===== config.mk =====
export PLATFORM = sky130hd
export DESIGN_NAME = pipe_adder_n
export DESIGN_NICKNAME = d
export VERILOG_FILES = /design/src/rtl/pipe_adder_n.sv
export SDC_FILE = /design/constraint.sdc
export NUM_CORES = 1
export LEC_CHECK = 0
export CORE_ASPECT_RATIO = 1.75
export CORE_UTILIZATION = 30
export CTS_CLUSTER_SIZE = 12
export DETAILED_ROUTE_END_ITERATION = 8
export PLACE_DENSITY = 0.58
export SYNTH_ARGS = -nofsm -noshare
export SYNTH_HDL_FRONTEND = slang
export SYNTH_SLANG_ARGS = --single-unit

===== constraint.sdc =====
create_clock -name clk -period 2.35 [get_ports clk]
set_clock_uncertainty 0.2 [all_clocks]
set_input_delay 0.235 -clock clk [delete_from_list [all_inputs] [get_ports clk]]
set_output_delay 0.235 -clock clk [all_outputs]
set_load 0.1 [all_outputs]

===== src/rtl/pipe_adder_n.sv =====
// pipe_adder_n: STAGES-deep pipelined ripple-carry adder with valid/ready flow control.
// Define PIPE_ADDER_OVF_EN to add the signed-overflow output ovf.
module pipe_adder_n #(
    parameter int WIDTH  = 8,
    parameter int STAGES = 2
) (
    input  logic             clk,
    input  logic             rst_n,
    input  logic             in_valid,
    output logic             in_ready,
    input  logic [WIDTH-1:0] a,
    input  logic [WIDTH-1:0] b,
    input  logic             cin,
    output logic             out_valid,
    input  logic             out_ready,
    output logic [WIDTH:0]   sum
`ifdef PIPE_ADDER_OVF_EN
   ,output logic             ovf
`endif
);
    localparam int SW = WIDTH / STAGES;

    if (STAGES < 1 || STAGES > WIDTH || (WIDTH % STAGES) != 0) begin : g_param_check
        $error("pipe_adder_n: STAGES must divide WIDTH and lie in 1..WIDTH");
    end

    logic [STAGES-1:0] v;
    logic [STAGES-1:0] c;
    logic [STAGES-1:0] rdy;
    logic [STAGES-1:0] up_v;

    // A stage may load when it is empty or everything downstream of it can move.
    always_comb begin
        logic chain;
        rdy   = '0;
        chain = out_ready;
        for (int k = STAGES - 1; k >= 0; k--) begin
            chain  = !v[k] || chain;
            rdy[k] = chain;
        end
    end

    always_comb begin
        up_v    = '0;
        up_v[0] = in_valid;
        for (int k = 1; k < STAGES; k++) up_v[k] = v[k-1];
    end

    for (genvar k = 0; k < STAGES; k++) begin : g_stage
        localparam int LW = (k + 1) * SW;

        logic [SW-1:0] op_a;
        logic [SW-1:0] op_b;
        logic          c_in;
        logic [SW:0]   add;
        logic [LW-1:0] lo;
        logic [LW-1:0] lo_next;
        logic          load;
`ifdef PIPE_ADDER_OVF_EN
        logic          sa_in;
        logic          sb_in;
`endif

        if (k == 0) begin : g_first
            assign op_a    = a[SW-1:0];
            assign op_b    = b[SW-1:0];
            assign c_in    = cin;
            assign lo_next = add[SW-1:0];
`ifdef PIPE_ADDER_OVF_EN
            assign sa_in   = a[WIDTH-1];
            assign sb_in   = b[WIDTH-1];
`endif
        end else begin : g_next
            assign op_a    = g_stage[k-1].g_ops.a_rem[SW-1:0];
            assign op_b    = g_stage[k-1].g_ops.b_rem[SW-1:0];
            assign c_in    = c[k-1];
            assign lo_next = {add[SW-1:0], g_stage[k-1].lo};
`ifdef PIPE_ADDER_OVF_EN
            assign sa_in   = g_stage[k-1].g_ops.sa;
            assign sb_in   = g_stage[k-1].g_ops.sb;
`endif
        end

        assign add  = (SW+1)'(op_a) + (SW+1)'(op_b) + (SW+1)'(c_in);
        assign load = rdy[k] && up_v[k];

        // Data only moves with a valid item, so the output sum stays 0 until the first result.
        always_ff @(posedge clk or negedge rst_n) begin
            if (!rst_n) begin
                v[k] <= 1'b0;
                c[k] <= 1'b0;
                lo   <= '0;
            end else begin
                if (rdy[k]) v[k] <= up_v[k];
                if (load) begin
                    c[k] <= add[SW];
                    lo   <= lo_next;
                end
            end
        end

        if (k < STAGES - 1) begin : g_ops
            localparam int RW = WIDTH - LW;
            logic [RW-1:0] a_rem;
            logic [RW-1:0] b_rem;
            logic [RW-1:0] a_next;
            logic [RW-1:0] b_next;
`ifdef PIPE_ADDER_OVF_EN
            logic          sa;
            logic          sb;
`endif

            if (k == 0) begin : g_src_in
                assign a_next = a[WIDTH-1:SW];
                assign b_next = b[WIDTH-1:SW];
            end else begin : g_src_prev
                assign a_next = g_stage[k-1].g_ops.a_rem[WIDTH-k*SW-1:SW];
                assign b_next = g_stage[k-1].g_ops.b_rem[WIDTH-k*SW-1:SW];
            end

            always_ff @(posedge clk or negedge rst_n) begin
                if (!rst_n) begin
                    a_rem <= '0;
                    b_rem <= '0;
`ifdef PIPE_ADDER_OVF_EN
                    sa    <= 1'b0;
                    sb    <= 1'b0;
`endif
                end else if (load) begin
                    a_rem <= a_next;
                    b_rem <= b_next;
`ifdef PIPE_ADDER_OVF_EN
                    sa    <= sa_in;
                    sb    <= sb_in;
`endif
                end
            end
        end

`ifdef PIPE_ADDER_OVF_EN
        if (k == STAGES - 1) begin : g_ovf
            // The top slice's sum MSB is bit WIDTH-1 of the full result.
            always_ff @(posedge clk or negedge rst_n) begin
                if (!rst_n) ovf <= 1'b0;
                else if (load) ovf <= (sa_in == sb_in) && (add[SW-1] != sa_in);
            end
        end
`endif
    end

    assign in_ready  = rdy[0];
    assign out_valid = v[STAGES-1];
    assign sum       = {c[STAGES-1], g_stage[STAGES-1].lo};

endmodule


* Yosys cells after proc, flatten, opt, wreduce, memory -nomap -nowiden *
Index checks and enable logic that the tools add are counted.

operators by class
  reduce and logical (&&, ||, !) cells = 6
  add/subtract/negate cells = 4

operators by type and width
  operator           count
  $add 4x4->5        2
  $add 5x1->5        2
  $logic_and 1x1->1  2
  $logic_not 1->1    2
  $logic_or 1x1->1   2

word-level totals
  flip-flop bits (word level) = 24
  word-level logic and storage cells = 18

* Longest topological paths before layout *
Gate-level depths: netlist (run 1).

  depth in word-level cells = 4
  mapped depth = 6

* Least setup slack after synthesis (run 1) *
No wires, ideal clock.

  kind = register to register
  start point = reg v[1], in the netlist out_valid
  end point = reg g_stage[0].g_ops.a_rem[0]
  cell stages (with the launch flop) = 5
  data required time = 2.025 ns
  path buffers = 1
  clock period less this slack = 2.477 ns
  slack = -0.127 ns
  arrival time = 2.152 ns
  cell sequence = dfrtp_1 -> nand3b_4 -> nand2_4 -> buf_12 -> mux2_4

on the way
  word-level cells in the longest chain between the ends = 4

RTL lines
  element                           RTL line  text
  start: declaration                27        logic [STAGES-1:0] v;
  start signal: indexed assignment  94        if (rdy[k]) v[k] <= up_v[k];
  $logic_not 1->1                   38        chain = !v[k] || chain;
  $logic_or 1x1->1 (2 in a row)     38
  net in_ready                      10        output logic in_ready,
  $logic_and 1x1->1                 85        assign load = rdy[k] && up_v[k];
  end signal: assignment            130       a_rem <= a_next;
  end: declaration                  104       logic [RW-1:0] a_rem;

The timed path passes the listed nets, and every way through them passes these cells.
A chain may end at the register's enable or synchronous reset.

* Final worst setup path (run 1) *
  start point = reg g_stage[0].g_ops.a_rem[0]
  end point = reg c[1], in the netlist sum[8]

on the way
  word-level cells in the longest chain between the ends = 2

RTL lines
  element                         RTL line  text
  $add 4x4->5                     84        assign add = (SW+1)'(op_a) + (SW+1)'(op_b) + (SW+1)'(c_in);
  $add 5x1->5                     84
  end signal: indexed assignment  96        c[k] <= add[SW];
  end: declaration                28        logic [STAGES-1:0] c;

Every way passes these cells.

==> results of run 1 <==
## placed cells by master (no fill, tap or decap), types with 3 or more instances in the layout
cell type        count
clkbuf_8             3
ha_1                 6
mux2_2               8
inv_1               10
clkdlybuf4s50_1     20
a21oi_1              4
mux2_4               8
dfrtp_1             23
fa_1                 4
buf_4               11
## state kept, by name (all words and copies together), names as in the netlist
signal and count:
g_stage.lo 12, g_stage.g_ops.a_rem 4, g_stage.g_ops.b_rem 4, g_stage.c_in 1
out_valid 1, sum 1, up_v 1
## metrics by stage
step | setup slack [ns] | util, % | instance area (sq um) | hold WS (ns)
after floorplan | 0.247 | - | 1260 | -0.261
after global placement | 0.262 | 40.6 | 1600 | 0.282
after detailed placement | 0.234 | 40.6 | 1600 | 0.287
after CTS | 0.446 | 41.7 | 1650 | 0.145
after global routing | 0.370 | 41.7 | 1650 | 0.168
final | 0.476 | 41.7 | 1650 | 0.135
## worst max-delay path by stage
stage                               from                         to  depth (start not counted)
6_report       g_stage[0].g_ops.a_rem[0]                     sum[8]                          6
5_1_grt        g_stage[0].g_ops.a_rem[0]                     sum[8]                          6
3_5_place_dp                        b[0]           g_stage[0].lo[2]                          6
3_3_place_gp                        a[0]           g_stage[0].lo[2]                          6
2_1_floorplan                  out_valid  g_stage[0].g_ops.a_rem[0]                          4
4_1_cts        g_stage[0].g_ops.a_rem[0]                     sum[8]                          6
## power by group through the flow
stage	Sequential, mW	Clock, mW	Combinational [mW]
global placement	0.591	0	0.922
CTS	0.584	0.260	0.933
floorplan	1.06	0	0.243
detailed placement	0.591	0	0.932
finish	0.582	0.244	0.921
global route	0.598	0.277	0.971
## area by class of cell
type | count | area [sq um] | area share, %
Multi-Input combinational cell | 56 | 598 | 36.3
Timing Repair Buffer | 32 | 303 | 18.4
Inverter | 10 | 37.5 | 2.28
Clock buffer | 4 | 45.0 | 2.74
Sequential cell | 24 | 602 | 36.6
Tap cell | 48 | 60.1 | 3.65
## layer usage
layer,vias to the layer above,track usage [%],wire [microns],part of all wire (%)
met5,-,0,0,0
met4,0,6.06,32,1.4
met3,4,1.74,100,4.4
met2,24,22.2,1290,57
met1,401,13.5,832,37
li1,385,-,-,-
## cell families after synthesis
logic type / Yosys count / share of synthesized area [%]
buffers and inverters: 11 / 4.58
multiplexers: 18 / 18.3
AO/OA/AOI/OAI: 14 / 7.77
XOR/XNOR: 2 / 1.39
adder cells (fa/ha/maj): 10 / 12.4
AND/OR/NAND/NOR: 12 / 7.77
flip-flops: 24 / 47.8
## critical path, cell delays in order (launching register included)
cell     delay (ns)
dfrtp_1        0.41
fa_1           0.47
inv_1          0.09
fa_1           0.20
nor2b_1        0.05
o21ai_0        0.18
a41oi_1        0.14
==> out/summary.txt, run 1 <==
Post-CTS Hold Buffers - 0
Area of the mapped netlist - 1260 sq um
Root buf cell - clkbuf_8
ANT nets after route - 0
Max Cap Violations - 0
Worst Hold Class - input pin to asynchronous set/reset pin
# fillers - 406
Std cell rows - 30
Area Growth Syn to Fin - 31.0%
Chip height - 87.6 microns
Worst slew margin - 79.5%
Clock power frac - 14.0%
Shortest period the worst path allows - 1.87 ns
Slew Limit Fails - 0
Number of enable flip-flop cells after synthesis - 0
Synth area leader - dfrtp_1
Crit Path Max Fanout - 2
Die W - 50.9 microns
Top FF cell, synth - dfrtp_1
Vias per cell - 4.68
Synthesis-stage register bit count - 24
Final setup violation count - 0
Internal - 0.916 mW
# nets final - 158
Peak VDD IR - 0.000495 V
Total clock sinks - 24
Register area share after synthesis - 47.8%
Synth cell types - 23
Num CTS Buffers - 3
FMAX - 534 MHz
Asr flop ratio synth - 100%
Crit Path Class - flop to flop
Setup TNS - 0 ns
Worst path arrival time - 1.81 ns
I/O Pins - 32
Power density cells - 1060 nW/um^2
First-pass GRT wire length - 4110 microns
Initial DRC Count - 7
H-tree depth - 1
Reg2reg path depth - 6
Synth top area cells - dfrtp_1 (48%), mux2_4 (9.6%), mux2_2 (7.2%)
DR vias - 814
Initial antenna violation count - 0
Overflow after GRT - 0
RSZ-0062 raised after global routing - no
Outcome - finished clean
Yosys warns - 0
Routed WL per cell - 13.0 microns
Worst-margin pin slew - 0.307 ns
Initial core utilization - 31.9%
Critical register-to-register path endpoint - sum[8]
R2r startpoint - g_stage[0].g_ops.a_rem[0]
Flop pwr share - 33.3%
Clock Pin Slew Worst Setup and Hold Paths - 0.08 ns
Synth top area share - 47.8%
TritonCTS clock tree - yes
Clk_lat worst skew - 0.26 ns
N_diodes - 0
HPWL Detailed - 1790 microns
Syn_nets - 122
Critical Path RT - 2.28 ns
Net Sw Frac - 47.6%
Part of the power in combinational logic - 52.7%
DP Cell Count - 170
CTS-repair resized insts - 0
Die Area - 4460 sq um
DR DRC count - 0
Clock buffer depth - 2
Largest net degree at the start of global routing - 25
Vias in the first global route - 929
Critical Path Sink Type - flop
Core Box Area - 3940 sq um
Tcrit/Tclk final - 79.7%
Layout cells sized above 1 - 29.4%
Syn avg cell area - 13.8 sq um
Register-to-register setup slack - 0.48 ns
Drt first pass iters - 2
Post-synth top cells - dfrtp_1 (24), inv_1 (10), mux2_2 (8), mux2_4 (8), ha_1 (6)
Fin. Hold Viols - 0
Syn Inst Count - 91
GRT Total Usage - 12.2%
Total power draw - 1.75 mW
I/O Buffers - 31
Post-route insts no fill - 174
GPL Wtd Cong - 0.705
Setup Buffers After CTS - 0
Count leader, synth - dfrtp_1
Final wirelength - 2250 microns
Crit start category - flop
Static Leak - 0.763 nW
Sw power - 0.831 mW
No activity file was read; power rests on OpenSTA's default activity.
==> run 2: changes to the inputs <==
--- a/config.mk
+++ b/config.mk
@@ -9,7 +9,7 @@
 export CORE_UTILIZATION = 30
 export CTS_CLUSTER_SIZE = 12
 export DETAILED_ROUTE_END_ITERATION = 8
-export PLACE_DENSITY = 0.58
+export PLACE_DENSITY = 0.6
 export SYNTH_ARGS = -nofsm -noshare
 export SYNTH_HDL_FRONTEND = slang
 export SYNTH_SLANG_ARGS = --single-unit
==> constraint.sdc (replaced) <==
create_clock -name clk -period 1.5 [get_ports clk]
set_clock_uncertainty 0.2 [all_clocks]
set_input_delay 0.15 -clock clk [delete_from_list [all_inputs] [get_ports clk]]
set_output_delay 0.15 -clock clk [all_outputs]
set_load 0.1 [all_outputs]
==> run 2 against run 1 <==
The flow now finishes with violations (negative setup slack). Sequential power up 69%. Power increased by 81%. Combinational power is 97% higher. Utilization up 7.0 points. Register-to-register slack lost 0.70 ns. Clock power up 53%. Via count grew 4.9%. Maximum frequency is 8.6% higher. Hold slack worse by 0.085 ns. Non-clock buffer count up 13. Setup slack worse by 0.70 ns. Clock-buffer cell count unchanged. Critical endpoint is now g_stage[1].lo[6]. Largest cell class is now multi-input combinational cells. Highest routed layer unchanged.
==> out/summary.txt, run 2 (same netlist as run 1, synthesis figures left out) <==
Top flop regs - g_stage.lo (12), g_stage.g_ops.a_rem (4), g_stage.g_ops.b_rem (4)
Shortest period the worst path allows - 1.73 ns (-0.148 ns)
Tcrit/Tclk final - 115% (+35 points)
Die Area - 4460 sq um (unchanged)
Outcome - finished with violations
Final setup violation count - 5 (+5)
Crit start category - flop
Clock Pin Slew Worst Setup and Hold Paths - 0.08 ns (about the same)
Root buf cell - clkbuf_8
Peak VDD IR - 0.00102 V (+110%)
Total power draw - 3.16 mW (+81%)
ANT nets after route - 0 (unchanged)
Initial core utilization - 31.9% (unchanged)
RSZ-0062 raised after global routing - yes
GRT Total Usage - 12.2% (-0.049 points)
Crit Path Max Fanout - 2 (unchanged)
First-pass GRT wire length - 4050 microns (-1.5%)
Part of the power in combinational logic - 57.1% (+4.4 points)
Largest net degree at the start of global routing - 25 (unchanged)
Chip height - 87.6 microns (unchanged)
Crit Path Class - flop to flop
N_diodes - 0 (unchanged)
Dpl cell area - 1810 sq um (+13%)
Worst path arrival time - 1.67 ns (-0.14 ns)
Drt first pass iters - 4 (+2)
TritonCTS clock tree - yes
Commonest non-fill, non-tap cells in the layout - dfrtp_1 (22), clkdlybuf4s50_1 (15), buf_4 (13)
DR vias - 854 (+4.9%)
Max Cap Violations - 0 (unchanged)
Clock buffer depth - 2 (unchanged)
# nets final - 171 (+8.2%)
I/O Buffers - 31 (unchanged)
Vias in the first global route - 953 (+2.6%)
Setup ws final - -0.226 ns (-0.702 ns)
Clk_lat worst skew - 0.26 ns (about the same)
HPWL Detailed - 1870 microns (+4.8%)
Flop pwr share - 31.0% (-2.3 points)
Critical Path RT - 1.44 ns (-0.84 ns)
Initial DRC Count - 13 (+6)
Critical Path Sink Type - flop
Place WS - -0.537 ns (-0.772 ns)
Static Leak - 0.880 nW (+15%)
Routed WL per cell - 12.6 microns (-2.9%)
Internal - 1.77 mW (+94%)
Failing checks - negative setup slack
Post-CTS Hold Buffers - 0 (unchanged)
Fin. Hold Viols - 0 (unchanged)
Vias per cell - 4.57 (-2.4%)
DR DRC count - 0 (unchanged)
Total clock sinks - 24 (unchanged)
Worst Hold Class - input pin to asynchronous set/reset pin
Die W - 50.9 microns (unchanged)
Std cell rows - 30 (unchanged)
Reg with most FFs - g_stage.lo
Fin Hold WS - 0.0502 ns (-0.0851 ns)
Final wirelength - 2350 microns (+4.3%)
Core Box Area - 3940 sq um (unchanged)
Leading cell type in the layout, fill and taps excluded - dfrtp_1
Finished layout cell area - 1920 sq um (+17%)
H-tree depth - 1 (unchanged)
Power density cells - 1640 nW/um^2 (+55%)
Worst slew margin - 79.9% (+0.42 points)
Num CTS Buffers - 3 (unchanged)
FMAX - 579 MHz (+8.6%)
Clock power frac - 11.8% (-2.2 points)
GPL Wtd Cong - 0.666 (-5.6%)
Slew Limit Fails - 0 (unchanged)
I/O Pins - 32 (unchanged)
Net Sw Frac - 43.9% (-3.7 points)
Worst-margin pin slew - 0.301 ns (-0.00626 ns)
Overflow after GRT - 0 (unchanged)
Setup TNS - -0.743 ns (-0.743 ns)
Layout cells sized above 1 - 44.6% (+15 points)
Sw power - 1.39 mW (+67%)
Max FFs per register - 12 (unchanged)
Initial antenna violation count - 0 (unchanged)
Area Growth Syn to Fin - 53.1%
-- run 2: cell types whose count changed in the layout (fill, tap and decap cells not counted), moves of 2 or more --
cell             change
buf_12              +10
clkdlybuf4s50_1      -5
fa_1                 -4
fa_2                 +4
inv_1                -3
inv_2                +3
buf_4                +2
clkdlybuf4s15_1      +2
dlygate4sd2_1        +2
ha_1                 -2
ha_4                 +2
o21ai_0              -2
o21ai_1              +2
-- run 2: per-layer routing --
| metal | share of wire [%] | track usage (%) | wire length, microns |
|---|---|---|---|
| met1 | 38 | 13.6 | 900 |
| met4 | 1.1 | 5.30 | 27 |
| met2 | 57 | 22.4 | 1350 |
| met5 | 0 | 0 | 0 |
| met3 | 3.3 | 1.74 | 77 |
-- run 2: layout make-up --
cell class	instances	area [sq um]
Multi-Input combinational cell	56	646
Fill cell	363	2020
Sequential cell	24	606
Tap cell	48	60.1
Inverter	10	37.5
Timing Repair Buffer	45	529
Clock buffer	4	45.0
-- run 2: repair_timing --
action                                  in CTS  in global routing
setup buffers                                1                  2
endpoints found under the setup margin       9                 10
resized for setup                           10                  8
pin swaps                                    4                  5
-- run 2: power by group through the flow --
stage	clock network (mW)	logic, mW	registers (mW)
finish	0.374	1.81	0.982
global route	0.420	1.89	1.01
CTS	0.391	1.78	0.978
detailed placement	0	1.77	0.989
global placement	0	1.75	0.985
floorplan	0	0.387	1.67
-- run 2: per-stage QoR --
step,util (%),cells
after floorplan,-,91
after global placement,45.9,180
after detailed placement,45.9,180
after CTS,47.3,185
after global routing,48.8,187
final,48.8,187
-- run 2: critical path, stage by stage, from the launching register on --
cell and delay [ns]:
dfrtp_1 0.41, fa_2 0.42, inv_2 0.07, fa_2 0.20, xnor2_1 0.06, mux2_2 0.25
-- run 2: path summary, 6_finish.rpt --
check                                      start                to  slack (ns)  depth (start not counted)
min in group clk                            b[1]  g_stage[0].lo[1]        0.20                          4
worst min register to register  g_stage[0].lo[3]  g_stage[1].lo[3]        0.31                          1
max in group asynchronous                  rst_n         out_valid        0.79                          2
worst max-delay path             g_stage[1].c_in  g_stage[1].lo[6]       -0.23                          5
worst min-delay path                       rst_n  g_stage[1].lo[4]        0.05                          2
worst max register to register   g_stage[1].c_in  g_stage[1].lo[6]       -0.23                          5
==> run 3: changes to the inputs <==
--- a/config.mk
+++ b/config.mk
@@ -5,6 +5,7 @@
 export SDC_FILE = /design/constraint.sdc
 export NUM_CORES = 1
 export LEC_CHECK = 0
+export CAP_MARGIN = 10
 export CORE_ASPECT_RATIO = 1.75
 export CORE_UTILIZATION = 30
 export CTS_CLUSTER_SIZE = 12
==> results of run 3 <==
Final layout, timing and power as in run 2 (identical DEF).
